$ cat src/rtl/keypad_scanner.sv
// keypad_scanner: scans a 4x3 matrix keypad one row at a time and debounces
// whole scan frames. Each confirmed key press produces a single registered
// strobe on tenkey/close with key_valid.
module keypad_scanner #(
    parameter int SCAN_DIV = 4,
    parameter int DEBOUNCE = 3
) (
    input  logic       clk,
    input  logic       reset,
    input  logic [2:0] col,
    output logic [3:0] row,
    output logic [9:0] tenkey,
    output logic       close,
    output logic       key_valid
);

    localparam int DW = (SCAN_DIV > 2) ? $clog2(SCAN_DIV) : 1;
    localparam int CW = $clog2(DEBOUNCE + 1);

    typedef enum logic [1:0] {
        S_IDLE,
        S_PRESS_CONFIRM,
        S_HELD,
        S_RELEASE_CONFIRM
    } state_t;

    logic [2:0]    r_colMeta;
    logic [2:0]    r_colSync;
    logic [DW-1:0] r_dwell;
    logic [1:0]    r_rowIdx;
    logic [8:0]    r_frame;
    state_t        r_state;
    logic [CW-1:0] r_count;
    logic [3:0]    r_code;
    logic [9:0]    r_tenkey;
    logic          r_close;
    logic          r_keyValid;

    logic          w_sampleTick;
    logic          w_frameDone;
    logic [11:0]   w_keys;
    logic [3:0]    w_keyCount;
    logic [3:0]    w_keyCode;
    logic          w_isNone;
    logic          w_isKey;
    state_t        w_stateNext;
    logic [CW-1:0] w_countNext;
    logic [3:0]    w_codeNext;
    logic          w_confirm;
    logic [9:0]    w_tenkeyNext;
    logic          w_closeNext;
    logic          w_validNext;

    // The last row sample of a frame is taken live from the synchronizer,
    // so the frame can be judged in the same cycle it is completed.
    assign w_sampleTick = (r_dwell == DW'(SCAN_DIV - 1));
    assign w_frameDone  = w_sampleTick && (r_rowIdx == 2'd3);
    assign w_keys       = {~r_colSync, r_frame};
    assign w_isNone     = (w_keyCount == 4'd0);
    assign w_isKey      = (w_keyCount == 4'd1);

    assign row       = ~(4'b0001 << r_rowIdx);
    assign tenkey    = r_tenkey;
    assign close     = r_close;
    assign key_valid = r_keyValid;

    // Two-flop synchronizer for the asynchronous column inputs.
    always_ff @(posedge clk or negedge reset) begin
        if (!reset) begin
            r_colMeta <= 3'b111;
            r_colSync <= 3'b111;
        end else begin
            r_colMeta <= col;
            r_colSync <= r_colMeta;
        end
    end

    // Row dwell counter and row index; rows advance after SCAN_DIV cycles.
    always_ff @(posedge clk or negedge reset) begin
        if (!reset) begin
            r_dwell  <= '0;
            r_rowIdx <= 2'd0;
        end else if (w_sampleTick) begin
            r_dwell  <= '0;
            r_rowIdx <= r_rowIdx + 2'd1;
        end else begin
            r_dwell  <= r_dwell + DW'(1);
        end
    end

    // Capture rows 0..2 of the frame as active-high key bits.
    always_ff @(posedge clk or negedge reset) begin
        if (!reset) begin
            r_frame <= '0;
        end else if (w_sampleTick) begin
            case (r_rowIdx)
                2'd0:    r_frame[2:0] <= ~r_colSync;
                2'd1:    r_frame[5:3] <= ~r_colSync;
                2'd2:    r_frame[8:6] <= ~r_colSync;
                default: r_frame      <= r_frame;
            endcase
        end
    end

    // Classify the frame: how many keys are down and which one was last seen.
    always_comb begin
        w_keyCount = 4'd0;
        w_keyCode  = 4'd0;
        for (int i = 0; i < 12; i++) begin
            if (w_keys[i]) begin
                w_keyCount = w_keyCount + 4'd1;
                w_keyCode  = 4'(i);
            end
        end
    end

    // Debounce state machine: next state, counter, latched code and strobes.
    always_comb begin
        w_stateNext  = r_state;
        w_countNext  = r_count;
        w_codeNext   = r_code;
        w_confirm    = 1'b0;
        w_tenkeyNext = '0;
        w_closeNext  = 1'b0;
        w_validNext  = 1'b0;
        if (w_frameDone) begin
            case (r_state)
                S_IDLE: begin
                    if (w_isKey) begin
                        w_codeNext  = w_keyCode;
                        w_countNext = CW'(1);
                        w_stateNext = S_PRESS_CONFIRM;
                    end
                end
                S_PRESS_CONFIRM: begin
                    if (w_isKey && (w_keyCode == r_code)) begin
                        w_countNext = r_count + CW'(1);
                    end else if (w_isKey) begin
                        w_codeNext  = w_keyCode;
                        w_countNext = CW'(1);
                    end else begin
                        w_countNext = '0;
                        w_stateNext = S_IDLE;
                    end
                end
                S_HELD: begin
                    if (w_isNone) begin
                        w_countNext = CW'(1);
                        w_stateNext = S_RELEASE_CONFIRM;
                    end
                end
                default: begin
                    if (w_isNone) begin
                        w_countNext = r_count + CW'(1);
                    end else begin
                        w_countNext = '0;
                        w_stateNext = S_HELD;
                    end
                end
            endcase
            if ((w_stateNext == S_PRESS_CONFIRM) && (w_countNext == CW'(DEBOUNCE))) begin
                w_stateNext = S_HELD;
                w_countNext = '0;
                w_confirm   = 1'b1;
            end
            if ((w_stateNext == S_RELEASE_CONFIRM) && (w_countNext == CW'(DEBOUNCE))) begin
                w_stateNext = S_IDLE;
                w_countNext = '0;
            end
        end
        if (w_confirm) begin
            if (w_codeNext < 4'd9) begin
                w_tenkeyNext = 10'b1 << (w_codeNext + 4'd1);
                w_validNext  = 1'b1;
            end else if (w_codeNext == 4'd10) begin
                w_tenkeyNext = 10'b0000000001;
                w_validNext  = 1'b1;
            end else if (w_codeNext == 4'd11) begin
                w_closeNext  = 1'b1;
                w_validNext  = 1'b1;
            end
        end
    end

    // State, counter and latched code registers.
    always_ff @(posedge clk or negedge reset) begin
        if (!reset) begin
            r_state <= S_IDLE;
            r_count <= '0;
            r_code  <= 4'd0;
        end else begin
            r_state <= w_stateNext;
            r_count <= w_countNext;
            r_code  <= w_codeNext;
        end
    end

    // Registered strobe outputs, zero in every cycle without a confirmation.
    always_ff @(posedge clk or negedge reset) begin
        if (!reset) begin
            r_tenkey   <= '0;
            r_close    <= 1'b0;
            r_keyValid <= 1'b0;
        end else begin
            r_tenkey   <= w_tenkeyNext;
            r_close    <= w_closeNext;
            r_keyValid <= w_validNext;
        end
    end

endmodule

$ cat config.mk
export PLATFORM = sky130hd
export DESIGN_NAME = keypad_scanner
export DESIGN_NICKNAME = d
export VERILOG_FILES = /design/src/rtl/keypad_scanner.sv
export SDC_FILE = /design/constraint.sdc
export NUM_CORES = 1
export LEC_CHECK = 0
export ABC_AREA = 0
export BUFFER_PORTS_ARGS = -buffer_cell sky130_fd_sc_hd__buf_2
export CAP_MARGIN = 25
export CORE_MARGIN = 1.5
export CORE_UTILIZATION = 65
export CTS_CLUSTER_DIAMETER = 50
export DETAILED_ROUTE_END_ITERATION = 7
export GPL_TIMING_DRIVEN = 0
export PLACE_DENSITY = 0.95
export SYNTH_ARGS = -nofsm -noshare
export SYNTH_HDL_FRONTEND = slang
export SYNTH_SLANG_ARGS = --single-unit
$ cat constraint.sdc
create_clock -name clk -period 17.3 [get_ports clk]
set_input_delay 1.73 -clock clk [delete_from_list [all_inputs] [get_ports clk]]
set_output_delay 1.73 -clock clk [all_outputs]
set_load 0.005 [all_outputs]
==> metrics.txt, run 1 <==
final setup vio count 0; count of cell types in the netlist 66; vias 2,372; Antenna diodes 0; Reg2Reg Launch Point r_frame[1]$_DFFE_PN0P_; Yosys reg bits 39; hpwl dp 4310 um; Clock Skew 0.0102 ns; post-synthesis sequential area ratio 34.5%; chip height 69.3 um; CP max FO 10; Hold Crit Start r_colMeta[2]$_DFF_PN1_; status finished, final reports clean; Clock Path Buffers 2; initial antenna violation count 0; YS warnings 0; compound-cell area share of the yosys netlist 15.3%; drt initial violations 239; Clk pin slew, worst setup/hold paths 0.07 ns; Slew Viols, Final 0; post-CTS resize count 0; DRC Markers 0; RSZ-0062 raised after global routing false; Post-synth top cells nand2_1 (35), dfrtp_1 (33), nor2_1 (26); Fin. Hold Viols 0; CTS Root Cell clkbuf_8; wire per inst 15.4 um; minimum clock period 8.02 ns; final core occ 75.6%; Power Dens Cells 109 nW/um^2; CTS Hold Buffers Added 0; Yosys top cell area share 28.9%; Power Total 340 uW; Area Overhead vs Synth 9.03%; Worst Tran Pin Value 0.836 ns; Setup Buffers After CTS 0; gr usage total 26.8%; Crit Path Class flip-flop to flip-flop; Ports 21; Fmax 125 MHz; DIE AREA 4800 sq um; First-pass DRT Iterations 4; reg-to-reg slack, setup 9.28 ns; Final ANT Viol Nets 0; worst skew pair latency 0.30 ns; Cells after Synth 309; largest cells by area after synthesis dfrtp_1 (29%), ha_1 (7.0%), xnor2_1 (6.1%); ys async rst share 100%; final WL 5970 um; Critical Path Source Type flip-flop; most frequent cell after synthesis nand2_1; Post-Synth Simple-Gate Area 19.9%; Final Wtd Congestion 0.894; Core ar. 4120 sq um; die width 69.3 um; WP data required 17.47 ns; via density per instance 6.13; CP Launch Point r_frame[1]$_DFFE_PN0P_; largest stage delay on the critical path 0.42 ns; number of max-cap violations 0; worst vdd ir 0.0785 mV; post-route setup TNS 0 ns; CTS tree built; Mean Syn Cell Area 9.24 sq um; syn_nets 330; Worst slew margin 44.2%; row cnt 23; combinational family with the most area after synthesis simple AND/OR/NAND/NOR gates; pin count of the biggest net entering global routing 40; Synth Area in Adders 7.01%; area leader, netlist dfrtp_1; Pleak 1.40 nW; mux contribution to synthesized area 3.73%; ys flop type dfrtp_1; total global routing overflow 0; Slowest-stage cell, CP dfrtp_1; Hold Path Class flip-flop to flip-flop; Crit. End Element flip-flop; H-tree Lvls 2; mapped cell area 2850 sq um; fin crit share 46.4%; first-pass GRT wire length 10,500 um; post-synthesis xor/xnor area fraction 14.1%; Final Instance Area 3110 sq um; TritonCTS buffer count 5; CTS Sinks 39; crit path DAT 8.19 ns; most frequent CP cell ha_1; Hold WS 0.359 ns; port buffer count 20; initial core utilization 69.4%; EDFF count, synth 0; Post-DP Area 3020 sq um; share of cells above drive strength 1 18.4%; vias in the first global route 2,326; Nets 357
[metrics by stage]
step,setup WS (ns),instances
2_1_floorplan,10.27,309
6_report,9.28,387
5_1_grt,8.68,387
3_5_place_dp,9.36,379
3_3_place_gp,9.72,379
4_1_cts,9.31,387
[sequential cells by signal, indices dropped and copies added (netlist names)]
| register | cells |
|---|---|
| tenkey | 10 |
| r_frame | 9 |
| r_code | 4 |
| r_colMeta | 3 |
| r_colSync | 3 |
| r_count | 2 |
| r_dwell | 2 |
| r_rowIdx | 2 |
| r_state | 2 |
| close | 1 |
| key_valid | 1 |
[placed cells by master (no fill, tap or decap), types with 2 or more instances in the layout]
master	n
a31oi_1	4
inv_1	23
xnor2_1	20
xnor3_1	3
o41ai_1	2
dfrtp_1	33
a21oi_1	12
or2_2	3
clkbuf_1	8
nor2b_1	6
o21ai_0	19
o211ai_1	4
o221ai_1	2
or3_1	3
a211oi_1	3
mux2_2	5
nand3_1	5
nor4_1	3
dfstp_2	6
nand2b_1	5
or2_1	2
clkbuf_8	6
o22a_1	2
buf_2	22
and2_1	2
nor3_1	5
nand2_1	35
ha_1	16
nor2_1	26
xor2_1	7
buf_4	2
xnor3_2	3
mux2i_1	5
[power breakdown]
group / total [mW] / switching (mW) / internal, mW
Clock: 0.0639 / 0.0312 / 0.0326
Combinational: 0.170 / 0.0956 / 0.0745
Sequential: 0.106 / 0.00854 / 0.0973
Total: 0.340 / 0.135 / 0.204
[per-layer routing]
layer	routed length [um]	track usage (%)
met5	0	0
met4	79	9.37
met3	333	4.94
met2	3040	46.9
met1	2520	33.0
[layout make-up]
cell class	count	area, sq um
flip-flops and latches	39	983
clock buffers	7	86.3
well taps	50	62.6
clock inverters	1	8.76
fillers	285	1000
inverters	23	86.3
multi-input cells	233	1710
plain buffers	14	71.3
repair buffers	20	100
[kinds of logic (layout without fill, tap and decap cells)]
kind of cell / count (synthesis) / after routing
DFF: 39 / 39
and+or+nand+nor: 109 / 109
AOI/OAI and AO/OA: 64 / 64
muxes: 10 / 10
buffers and inverters: 37 / 65
adders and majority gates: 16 / 16
xor gates and xnor gates: 34 / 34
[final timing paths]
kind / cells past startpoint / to
max reg2reg: 36 / tenkey[1]$_DFF_PN0_
min in group asynchronous: 1 / r_frame[6]$_DFFE_PN0P_
min reg2reg: 0 / r_colSync[2]$_DFF_PN1_
max: 36 / tenkey[1]$_DFF_PN0_
min: 0 / r_colSync[2]$_DFF_PN1_
max in group asynchronous: 1 / r_code[1]$_DFF_PN0_
[critical path, delay by kind of cell, from the launching register on]
kind                       cells  cell delay (ns)
adders and majority gates     10             2.78
and+or+nand+nor               11             1.96
AOI/OAI and AO/OA              8             1.46
muxes                          3             0.83
buffers and inverters          4             0.44
DFF                            1             0.42
(Power assumes the default switching activity.)
==> run 2: changes to the inputs <==
CORE_UTILIZATION = 61   (was 65)
PLACE_DENSITY = 0.92   (was 0.95)
clock period = 7.99 ns   (was 17.3 ns; I/O delays follow)
==> run 2 against run 1 <==
  * Setup slack worse by 8.9 ns
  * Clock power up 130%
  * Hold slack worse by 0.0047 ns
  * Register-to-register slack worse by 8.9 ns
  * Total power up 140%
  * Via count up 3.9%
  * Critical path type unchanged
  * Largest cell class unchanged
  * Highest routed layer unchanged
==> metrics.txt, run 2 (synthesis gave the netlist of run 1 again) <==
status finished, final reports clean; Final ANT Viol Nets 0; vias in the first global route 2,245; fillcell total 276; die width 71.4 um; Antenna diodes 0; initial core utilization 64.7%; commonest non-fill, non-tap cell in the layout nand2_1; pre-CTS setup slack 0.178 ns; reg-to-reg slack, setup 0.39 ns; number of flip-flops in the largest register 10; Reg2Reg Launch Point r_frame[0]$_DFFE_PN0P_; wire per inst 17.3 um; total global routing overflow 0; largest stage delay on the critical path 0.44 ns; CTS Sinks 39; cells on worst reg2reg path 37; Critical Path Source Type flip-flop; Clock Path Buffers 2; hold path depth 0; Worst slew margin 26.5%; CP max FO 8; Core ar. 4410 sq um; vias 2,465; Hold Path Class flip-flop to flip-flop; number of max-cap violations 0; CTS Root Cell clkbuf_8; Hold Crit Start r_colMeta[1]$_DFF_PN1_; share of cells above drive strength 1 23.6%; Multi-input gate area 1780 sq um; R2R Path End tenkey[0]$_DFF_PN0_; Ports 21; final setup vio count 0; RSZ-0062 raised after global routing false; Clock Skew 0.00772 ns; first-pass GRT wire length 10,200 um; most frequent cells in the layout nand2_1 (35), dfrtp_1 (33), nor2_1 (25); Layout Cells excl Fill 400; First-pass DRT Iterations 5; Pleak 1.48 nW; Crit. End Element flip-flop; worst skew pair latency 0.30 ns; chip height 71.4 um; WP data required 8.20 ns; Fin. Hold Viols 0; pin count of the biggest net entering global routing 40; Slew Viols, Final 0; most frequent CP cell ha_1; Worst Tran Pin Value 1.09 ns; DIE AREA 5100 sq um; TritonCTS buffer count 5; initial antenna violation count 0; Area Overhead vs Synth 14.6%; placed cell count 381; Worst Hold Path EP r_colSync[1]$_DFF_PN1_; gr usage total 25.3%; final WL 6900 um; Clk pin slew, worst setup/hold paths 0.08 ns; DRC Markers 0; Nets 368; drt initial violations 165; CTS tree built; via density per instance 6.16; Final WS setup 0.394 ns; Final Wtd Congestion 0.840; Power Dens Cells 245 nW/um^2; post-route setup TNS 0 ns; hpwl dp 4410 um; Sequential Area 983 sq um; H-tree Lvls 2; row cnt 24; Hold WS 0.354 ns; crit path DAT 7.81 ns; port buffer count 20; worst vdd ir 0.146 mV; minimum clock period 7.60 ns; Slowest-stage cell, CP nor4_4; Fmax 132 MHz; Crit Path Class flip-flop to flip-flop; fin crit share 95.1%
[run 2: cell types whose count changed in the layout (fill, tap and decap cells not counted), sizes merged]
cell,before,now
clkinv,1,0
buf,26,37
clkbuf,15,16
[run 2: metal layers]
layer | GRT usage, % | vias up | part of all wire [%] | wire [um]
li1 | - | 1152 | - | -
met1 | 33.0 | 1163 | 41 | 2810
met2 | 42.8 | 125 | 51 | 3510
met3 | 4.22 | 25 | 6.1 | 423
met4 | 9.01 | 0 | 2.4 | 163
met5 | 0 | - | 0 | 0
[run 2: final cells by class]
| class | count | share of cell area (%) |
|---|---|---|
| Multi-Input combinational cell | 233 | 54.5 |
| Sequential cell | 39 | 30.1 |
| Timing Repair Buffer | 31 | 5.59 |
| Clock buffer | 8 | 3.06 |
| Inverter | 23 | 2.64 |
| Buffer | 14 | 2.18 |
| Tap cell | 52 | 1.99 |
[run 2: worst max-delay path, delay by kind of cell, from the launching register on]
family / cells / cell delay, ns
adders and majority gates: 10 / 2.64
and+or+nand+nor: 10 / 1.87
AOI/OAI and AO/OA: 9 / 1.30
muxes: 2 / 0.55
buffers and inverters: 5 / 0.53
DFF: 1 / 0.38
xor gates and xnor gates: 1 / 0.22
[run 2: worst max path at each step]
stage,from,to,slack [ns]
after floorplan,r_frame[1]$_DFFE_PN0P_,tenkey[3]$_DFF_PN0_,0.96
after global placement,r_frame[1]$_DFFE_PN0P_,tenkey[3]$_DFF_PN0_,0.42
after detailed placement,r_frame[1]$_DFFE_PN0P_,tenkey[3]$_DFF_PN0_,0.18
after CTS,r_frame[1]$_DFFE_PN0P_,tenkey[3]$_DFF_PN0_,0.14
after global routing,r_frame[0]$_DFFE_PN0P_,tenkey[0]$_DFF_PN0_,0.02
final,r_frame[0]$_DFFE_PN0P_,tenkey[0]$_DFF_PN0_,0.39
[run 2: metrics by stage]
step           util, %  cell area [sq um]  power [mW]
2_1_floorplan        -               2850       0.521
3_3_place_gp      68.4               3020       0.571
3_5_place_dp      68.4               3020       0.591
4_1_cts           70.7               3120       0.738
5_1_grt           74.1               3270       0.846
6_report          74.1               3270       0.803
[run 2: what timing repair did]
action,in CTS,in global routing
gates resized for setup,0,14
setup buffers,0,11
setup endpoints to repair,0,17
hold buffers,0,0
[run 2: where the power goes]
group	internal, mW	switching (mW)	total, mW	leakage (nW)
clock network	0.0787	0.0673	0.146	0.0515
logic	0.187	0.240	0.426	0.933
registers	0.211	0.0193	0.230	0.495
total	0.476	0.326	0.803	1.48
==> run 3: changes to the inputs <==
RECOVER_POWER = 25   (was not set)
==> run 3 against run 2 <==
  * The run now ends with capacitance limit, slew limit left
  * Clock power hardly changed
  * Die area is the same
  * Hold slack is essentially flat
  * Sequential share of layout area hardly changed
  * Global-route usage is the same
  * Final cell count is the same
  * Sequential power about the same
  * Combinational power about the same
  * Utilization hardly changed
  * Final area is essentially flat
  * Clock skew up 0.00063 ns
  * Via count hardly changed
  * Largest cell class unchanged
==> metrics.txt, run 3 (synthesis gave the netlist of run 1 again) <==
status finished, violations left; failing checks capacitance limit, slew limit; gr usage total 25.3%; hpwl dp 4410 um; post-route setup TNS 0 ns; First-pass DRT Iterations 5; die width 71.4 um; Clk pin slew, worst setup/hold paths 0.08 ns; initial antenna violation count 0; R2R Path End tenkey[0]$_DFF_PN0_; Area Overhead vs Synth 14.5%; Core ar. 4410 sq um; Fmax 132 MHz; Final Instance Area 3270 sq um; Fin. Hold Viols 0; port buffer count 20; row cnt 24; Antenna diodes 0; most frequent cells in the layout nand2_1 (35), dfrtp_1 (33), nor2_1 (25); final WL 6920 um; Hold Crit Start r_colMeta[1]$_DFF_PN1_; hold path depth 0; worst skew pair latency 0.30 ns; Sw Share 40.7%; DRC Markers 0; Worst Hold Path EP r_colSync[1]$_DFF_PN1_; Critical Path Source Type flip-flop; worst vdd ir 0.145 mV; CP Launch Point r_frame[0]$_DFFE_PN0P_; reg-to-reg slack, setup 0.40 ns; WP data required 8.20 ns; CP max FO 8; first-pass GRT wire length 10,200 um; Clk pwr share 18.1%; CTS Sinks 39; Slowest-stage cell, CP nor4_4; Nets 368; fin crit share 95.0%; drt initial violations 165; H-tree Lvls 2; Ports 21; Power Dens Cells 246 nW/um^2; Clock Skew 0.00835 ns; final core occ 74.0%; commonest non-fill, non-tap cell in the layout nand2_1; Slew Viols, Final 40; part of the power in registers 28.7%; final setup vio count 0; TritonCTS buffer count 5; wire per inst 17.3 um; Comb pwr share 53.2%; CTS tree built; Worst slew margin -37.4%; cell-internal power 476 uW; most frequent CP cell ha_1; number of flip-flops in the largest register 10; crit path DAT 7.80 ns; Final Wtd Congestion 0.840; Worst Tran Pin Value 2.06 ns; Hold Path Class flip-flop to flip-flop; vias 2,466; chip height 71.4 um; cells on worst reg2reg path 37; Reg2Reg Launch Point r_frame[0]$_DFFE_PN0P_; Post-DP Area 3020 sq um; Final ANT Viol Nets 0; Crit Path Class flip-flop to flip-flop; minimum clock period 7.59 ns; share of cells above drive strength 1 23.3%; P_sw 326 uW; Clock Path Buffers 2; initial core utilization 64.7%; number of max-cap violations 1; via density per instance 6.17; largest stage delay on the critical path 0.43 ns; CTS Hold Buffers Added 0; RSZ-0062 raised after global routing false; DIE AREA 5100 sq um; Hold WS 0.353 ns; CTS Root Cell clkbuf_8; vias in the first global route 2,245; total global routing overflow 0; pin count of the biggest net entering global routing 40; Pleak 1.48 nW; fillcell total 277; Crit. End Element flip-flop
-- run 3: changes by cell type in the layout (fill, tap and decap cells not counted) --
cell	previous run	this run
buf_2	22	21
clkbuf_1	8	9
-- run 3: routing by layer --
| metal | GRT usage, % | share of wire, % |
|---|---|---|
| met5 | 0 | 0 |
| met4 | 9.01 | 2.5 |
| met3 | 4.22 | 6.1 |
| met2 | 42.8 | 51 |
| met1 | 33.0 | 41 |
-- run 3: power by group through the flow --
stage                     clock network (mW)  logic, mW  registers, mW
after CTS                              0.146      0.365          0.228
after floorplan                            0      0.295          0.226
after global routing                   0.154      0.461          0.231
after detailed placement                   0      0.360          0.231
final                                  0.146      0.427          0.230
after global placement                     0      0.340          0.230
-- run 3: layout make-up --
type	count	area (sq um)	share of cell area, %
plain buffers	14	71.3	2.18
inverters	23	86.3	2.64
flip-flops and latches	39	983	30.1
repair buffers	31	181	5.55
clock buffers	8	100	3.06
multi-input cells	233	1780	54.5
well taps	52	65.1	1.99
-- run 3: how the worst max path moves through the flow --
stage,end,depth (start not counted)
final,tenkey[0]$_DFF_PN0_,37
after global routing,tenkey[0]$_DFF_PN0_,37
after CTS,tenkey[3]$_DFF_PN0_,36
after detailed placement,tenkey[3]$_DFF_PN0_,36
after global placement,tenkey[3]$_DFF_PN0_,36
after floorplan,tenkey[3]$_DFF_PN0_,36
-- run 3: per-stage QoR --
| step | power (mW) | instances | worst slack, ns |
|---|---|---|---|
| 2_1_floorplan | 0.521 | 309 | 0.958 |
| 5_1_grt | 0.846 | 400 | 0.0152 |
| 3_5_place_dp | 0.591 | 381 | 0.178 |
| 6_report | 0.803 | 400 | 0.400 |
| 4_1_cts | 0.738 | 389 | 0.138 |
| 3_3_place_gp | 0.571 | 381 | 0.418 |
-- run 3: repair_timing --
| item | in CTS | in global routing |
|---|---|---|
| setup buffers | 0 | 11 |
| endpoints found under the setup margin | 0 | 17 |
| gates resized for setup | 0 | 14 |
| hold endpoints to repair | 0 | 0 |
-- run 3: critical path: cells and delay by family, from the launching register on --
| family | cells | cell delay, ns |
|---|---|---|
| buffers and inverters | 5 | 0.53 |
| XOR/XNOR | 1 | 0.22 |
| adder cells (fa/ha/maj) | 10 | 2.64 |
| flip-flops | 1 | 0.38 |
| multiplexers | 2 | 0.55 |
| AO/OA/AOI/OAI | 9 | 1.30 |
| AND/OR/NAND/NOR | 10 | 1.86 |
